`src/rtl/ram_dp_sync_be.sv`:
```
// ram_dp_sync_be: synchronous true-dual-port RAM with per-byte write enables,
// registered reads (latency 1), read-first cross-port behaviour, port-0-wins
// write collision handling and a power-up clear sequencer.
// Optional feature macro: RAM_PARITY_EN (per-byte even parity with error flags
// and a port 0 parity-inversion hook).
module ram_dp_sync_be #(
  parameter int unsigned DATA_WIDTH = 32,
  parameter int unsigned ADDR_WIDTH = 6,
  parameter int unsigned RAM_DEPTH  = 64
) (
  input  logic                    clk,
  input  logic                    rst_n,
  output logic                    ready,
  input  logic                    cs_0,
  input  logic                    we_0,
  input  logic [DATA_WIDTH/8-1:0] be_0,
  input  logic [ADDR_WIDTH-1:0]   address_0,
  input  logic [DATA_WIDTH-1:0]   wdata_0,
  output logic [DATA_WIDTH-1:0]   rdata_0,
  output logic                    rvalid_0,
  input  logic                    cs_1,
  input  logic                    we_1,
  input  logic [DATA_WIDTH/8-1:0] be_1,
  input  logic [ADDR_WIDTH-1:0]   address_1,
  input  logic [DATA_WIDTH-1:0]   wdata_1,
  output logic [DATA_WIDTH-1:0]   rdata_1,
  output logic                    rvalid_1,
  output logic                    collision,
  output logic                    perr_0,
  output logic                    perr_1,
  input  logic                    perr_inj
);

  localparam int unsigned NB = DATA_WIDTH / 8;
  localparam int unsigned IW = (RAM_DEPTH > 1) ? $clog2(RAM_DEPTH) : 1;

  typedef enum logic {ST_CLEAR, ST_READY} state_t;

  state_t                state;
  logic [IW-1:0]         clr_cnt;
  logic [DATA_WIDTH-1:0] mem [RAM_DEPTH];

  logic          in0, in1;
  logic          wr0, wr1, rd0, rd1, coll;
  logic [IW-1:0] idx0, idx1;
  logic          pmis0, pmis1;

  // Request decode: accesses only count once the clear sequence has finished
  always_comb begin
    in0  = 32'(address_0) < RAM_DEPTH;
    in1  = 32'(address_1) < RAM_DEPTH;
    idx0 = in0 ? address_0[IW-1:0] : '0;
    idx1 = in1 ? address_1[IW-1:0] : '0;
    wr0  = (state == ST_READY) && cs_0 && we_0;
    wr1  = (state == ST_READY) && cs_1 && we_1;
    rd0  = (state == ST_READY) && cs_0 && !we_0;
    rd1  = (state == ST_READY) && cs_1 && !we_1;
    coll = wr0 && wr1 && (address_0 == address_1);
  end

`ifdef RAM_PARITY_EN
  logic [NB-1:0] par [RAM_DEPTH];
  logic [NB-1:0] wpar0, wpar1, chk0, chk1;

  // Parity generation for writes and recomputation over the words being read
  always_comb begin
    wpar0 = '0;
    wpar1 = '0;
    chk0  = '0;
    chk1  = '0;
    for (int unsigned i = 0; i < NB; i++) begin
      wpar0[i] = (^wdata_0[8*i +: 8]) ^ perr_inj;
      wpar1[i] = ^wdata_1[8*i +: 8];
      chk0[i]  = ^mem[idx0][8*i +: 8];
      chk1[i]  = ^mem[idx1][8*i +: 8];
    end
    pmis0 = |(chk0 ^ par[idx0]);
    pmis1 = |(chk1 ^ par[idx1]);
  end
`else
  logic unused_perr_inj;
  assign unused_perr_inj = perr_inj;
  assign pmis0 = 1'b0;
  assign pmis1 = 1'b0;
`endif

  // Clear sequencer, registered read ports and byte-lane writes
  always_ff @(posedge clk) begin
    if (!rst_n) begin
      state     <= ST_CLEAR;
      clr_cnt   <= '0;
      ready     <= 1'b0;
      rdata_0   <= '0;
      rdata_1   <= '0;
      rvalid_0  <= 1'b0;
      rvalid_1  <= 1'b0;
      collision <= 1'b0;
      perr_0    <= 1'b0;
      perr_1    <= 1'b0;
    end else begin
      rvalid_0  <= 1'b0;
      rvalid_1  <= 1'b0;
      collision <= 1'b0;
      perr_0    <= 1'b0;
      perr_1    <= 1'b0;
      case (state)
        ST_CLEAR: begin
          mem[clr_cnt] <= '0;
`ifdef RAM_PARITY_EN
          par[clr_cnt] <= '0;
`endif
          clr_cnt <= clr_cnt + 1'b1;
          if (clr_cnt == IW'(RAM_DEPTH - 1)) begin
            state <= ST_READY;
            ready <= 1'b1;
          end
        end
        ST_READY: begin
          // Reads sample the array before this edge's writes land (read-first)
          if (rd0) begin
            rvalid_0 <= 1'b1;
            rdata_0  <= in0 ? mem[idx0] : '0;
            perr_0   <= in0 && pmis0;
          end
          if (rd1) begin
            rvalid_1 <= 1'b1;
            rdata_1  <= in1 ? mem[idx1] : '0;
            perr_1   <= in1 && pmis1;
          end
          collision <= coll;
          // Port 1 write is dropped entirely when port 0 writes the same word
          for (int unsigned i = 0; i < NB; i++) begin
            if (wr1 && in1 && !coll && be_1[i]) begin
              mem[idx1][8*i +: 8] <= wdata_1[8*i +: 8];
`ifdef RAM_PARITY_EN
              par[idx1][i] <= wpar1[i];
`endif
            end
            if (wr0 && in0 && be_0[i]) begin
              mem[idx0][8*i +: 8] <= wdata_0[8*i +: 8];
`ifdef RAM_PARITY_EN
              par[idx0][i] <= wpar0[i];
`endif
            end
          end
        end
        default: state <= ST_CLEAR;
      endcase
    end
  end

endmodule
```
`config.mk`:
```
export PLATFORM = sky130hd
export DESIGN_NAME = ram_dp_sync_be
export DESIGN_NICKNAME = d
export VERILOG_FILES = /design/src/rtl/ram_dp_sync_be.sv
export SDC_FILE = /design/constraint.sdc
export NUM_CORES = 2
export LEC_CHECK = 0
export ABC_CLOCK_PERIOD_IN_PS = 3900
export CORE_MARGIN = 1.5
export CORE_UTILIZATION = 41
export DETAILED_ROUTE_END_ITERATION = 6
export PLACE_DENSITY = 0.57
export SLEW_MARGIN = 10
export SYNTH_ARGS = -nofsm -noshare
export SYNTH_HDL_FRONTEND = slang
export SYNTH_SLANG_ARGS = --single-unit
export TNS_END_PERCENT = 10
```
`constraint.sdc`:
```
create_clock -name clk -period 3.9 [get_ports clk]
set_clock_uncertainty 0.2 [all_clocks]
set_input_delay 0.78 -clock clk [delete_from_list [all_inputs] [get_ports clk]]
set_output_delay 0.78 -clock clk [all_outputs]
set_load 0.03 [all_outputs]
```
==> results.md <==
* CP bufs+invs at 6
* Hpwl dp at 415 mm
* DRT iter0 DRCs at 18,136
* Die area at 298,000 sq um
* Switch share at 0.255
* Asr flop ratio synth at 0
* Relative slew slack at 0.114
* Core Rows at 199
* Crit path capture type: register
* Total Routed Length at 585 mm
* Core footprint at 294,000 sq um
* WL per Instance at 37.2 um
* Pwr Density at around 370 nW/um^2
* Synth Flop Type: edfxtp_1
* CP Launch Type: input pin
* Post-CTS setup buffer count at 0
* Final Hold Viols at 0
* CTS tree: built
* Cell Chain, Critical Path: clkdlybuf4s50_1, buf_12, xor2_1, nor4_2, buf_12, a21oi_4, buf_4, nor2_1, a41oi_1, buf_4, o22ai_1, buf_4
* Largest net degree at the start of global routing at 129
* # port buffers at approximately 160
* Initial core utilization at 0.412
* Num ports at 161
* Antenna viol nets, final at 0
* Slowest Stage Delay on Critical Path at 760 ps
* Post-Syn Area at between 100,000 and 150,000 sq um
* Period utilisation layout at 0.949
* Share of cells above drive strength 1 at 0.218
* H-tree levels at 4
* GR Util All Layers at 0.383
* DRC viols at 30
* Max clock buf depth at 4
* Post-Route Utilization at 0.490
* Vias in the first global route at 98,144
* NetSw at between 10 and 15 mW
* Sink Count at 2,123
* Post-synth cell types at 81
* Failing checks: design-rule violations
* Actual slew at the worst max-slew pin at 1310 ps
* Final setup fails at 0
* Number of synthesized flops with an enable pin at 2,048
* DRT Pass-1 Iters at 7
* CP max stage cell: a21oi_4
* Global-route wire length before repair at 799 mm
* Tightest Hold Check Type: in2reg
* Critical Path RT at 4390 ps
* Outcome: finished with violations
* Syn avg cell area at 10.9 sq um
* Worst slack at placement at -777 ps
* Gate Count Post-Synth at 11,139
* Clock Tree Root: clkbuf_16
* Most frequent CP cell: buf_4
* Vias at 105,944
* Clk pin slew, worst setup/hold paths at 60 ps
* Fmax at 0.270 GHz
* Later-pin clock latency in the skew report at 970 ps
* Crit path max fanout at 27
* Grt ovf at 0
* Die width at between 500 and 600 um
* Seq pwr share at 0.462
* RSZ-0062 raised after global routing: false
* Post-route setup slack at 201 ps
* Die height at approximately 550 um
* Crit path kind: in2reg
* Final #Nets at 11,671
* Initial antenna violation count at 34
* RD Place Congestion at 1.01
* P&R area growth vs syn at 18.9%
* Max-slew violations at 0
* Leak at 49.2 nW
* Via density at 6.74
* Worst vdd ir at 0.000459 V
* Seq/Total Area, Yosys at 0.521
* CP delay by family, top: buffers and inverters
* Min Tclk post-route at between 3000 and 4000 ps
* Comb power frac at 0.099
* CP Data Arrival Time at between 4000 and 5000 ps
* Power Internal at 39.9 mW
* Total CTS buffers at 241
* Ys Warns at 0
* Synth Register Bits at 2,123
* Clk pwr share at 0.439
* Maxcap violations at 0
## cell usage after synthesis (all sizes together), types with 5 or more instances
cell | number | area, sq um
a221oi | 257 | 2250
nor3 | 29 | 155
nor4 | 12 | 87.6
nand2b | 17 | 106
o211ai | 5 | 37.5
inv | 6 | 22.5
a221o | 28 | 280
o221ai | 18 | 158
a22o | 41 | 359
o21ai | 2169 | 10900
xor2 | 7 | 61.3
a31oi | 57 | 432
edfxtp | 2048 | 61500
a21oi | 146 | 734
nor3b | 10 | 106
mux4 | 631 | 14200
and3 | 6 | 37.5
o2bb2ai | 16 | 140
nor2 | 384 | 1460
and2 | 13 | 81.3
a211oi | 13 | 97.6
or2 | 6 | 37.5
a222oi | 14 | 140
mux2i | 415 | 4160
nand2 | 2400 | 9010
mux2 | 133 | 1500
buf | 364 | 1890
a21o | 5 | 37.5
o21a | 13 | 97.6
dfxtp | 75 | 1500
o31a | 6 | 52.6
a2111oi | 6 | 58.8
nand4 | 37 | 231
nand3 | 121 | 606
o22ai | 325 | 2030
clkbuf | 904 | 3390
nor2b | 15 | 93.8
a22oi | 308 | 2310
o22a | 21 | 184
## layout make-up
cell class	instances	area, sq um
fillers	26205	150000
flip-flops and latches	2123	63000
multi-input cells	7743	53100
repair buffers	1464	14900
clock buffers	302	6310
well taps	3919	4900
clock inverters	141	1600
diodes	26	65.1
inverters	6	35.0
## logic make-up (layout without fill, tap and decap cells)
family,after synthesis,in the layout,share of synthesized area
AO/OA/AOI/OAI,3486,3486,0.170
XOR/XNOR,10,10,0.000724
adder cells (fa/ha/maj),1,1,0.000103
buffers and inverters,1274,1913,0.0438
flip-flops,2123,2123,0.521
multiplexers,1179,1179,0.164
other,1,28,0.0000310
AND/OR/NAND/NOR,3065,3065,0.100
## cell usage in the layout (no fill, tap or decap), types with 75 or more instances in the layout
cell / count
a21oi_1: 145
a221oi_1: 257
a22oi_1: 308
buf_12: 287
buf_4: 1016
clkbuf_16: 242
clkdlybuf4s50_1: 117
dfxtp_1: 75
edfxtp_1: 2048
mux2_2: 133
mux2i_1: 414
mux4_2: 631
nand2_1: 2364
nand3_1: 120
nor2_1: 362
o21ai_0: 2167
o22ai_1: 325
## per-stage QoR
step	instances	total power [mW]	hold slack (ps)	setup TNS (ps)	instance area, sq um
floorplan	11140	27.7	323	0	121000
global placement	15250	30.2	260	-1622380	136000
detailed placement	15252	30.2	278	-1538730	136000
CTS	15698	53.3	198	0	144000
global route	15711	54.3	249	0	144000
finish	15724	53.6	229	0	144000
## per-layer routing
layer / part of all wire / vias to the layer above / wire length [um] / GRT usage
met4: 0.080 / 35 / 47100 / 0.254
met1: 0.35 / 51989 / 204000 / 0.483
met5: 0.00062 / - / 362 / 0.00881
li1: - / 43295 / - / -
met2: 0.42 / 8873 / 246000 / 0.553
met3: 0.15 / 1752 / 87900 / 0.134
## power by group through the flow
stage / Clock, mW / Sequential (mW) / Combinational (mW)
CTS: 23.5 / 24.7 / 5.05
detailed placement: 0 / 25.2 / 5.04
global route: 24.3 / 24.7 / 5.24
finish: 23.5 / 24.7 / 5.30
global placement: 0 / 25.2 / 5.03
floorplan: 0 / 25.2 / 2.50
## state kept, by name, indices dropped and copies added (netlist names)
register / count
state: 1
collision: 1
rvalid_1: 1
rvalid_0: 1
clr_cnt: 6
rdata_0: 32
ready: 1
mem: 2048
rdata_1: 32
## worst paths after layout
| path | start | to | depth (start not counted) | slack, ps |
|---|---|---|---|---|
| hold reg to reg | rdata_1[20]$_SDFFE_PN0P_ | rdata_1[20]$_SDFFE_PN0P_ | 2 | 280 |
| setup / recovery | address_0[4] | mem[31][8]$_DFFE_PP_ | 12 | 200 |
| hold / removal | wdata_0[20] | mem[10][20]$_DFFE_PP_ | 3 | 230 |
| setup reg to reg | state$_SDFF_PN0_ | mem[31][8]$_DFFE_PP_ | 10 | 370 |
## worst reg2reg max path: cells and delay by family, from the launching register on
| kind | cells | cell delay (ps) |
|---|---|---|
| buf+inv | 4 | 1030 |
| compound gates | 3 | 1420 |
| flops | 1 | 310 |
| simple gates | 3 | 300 |
## what timing repair did
action	4_1_cts	5_1_grt
hold buffers	3	0
hold endpoints to repair	3	0
resized for setup	0	0
(Power assumes the default switching activity.)
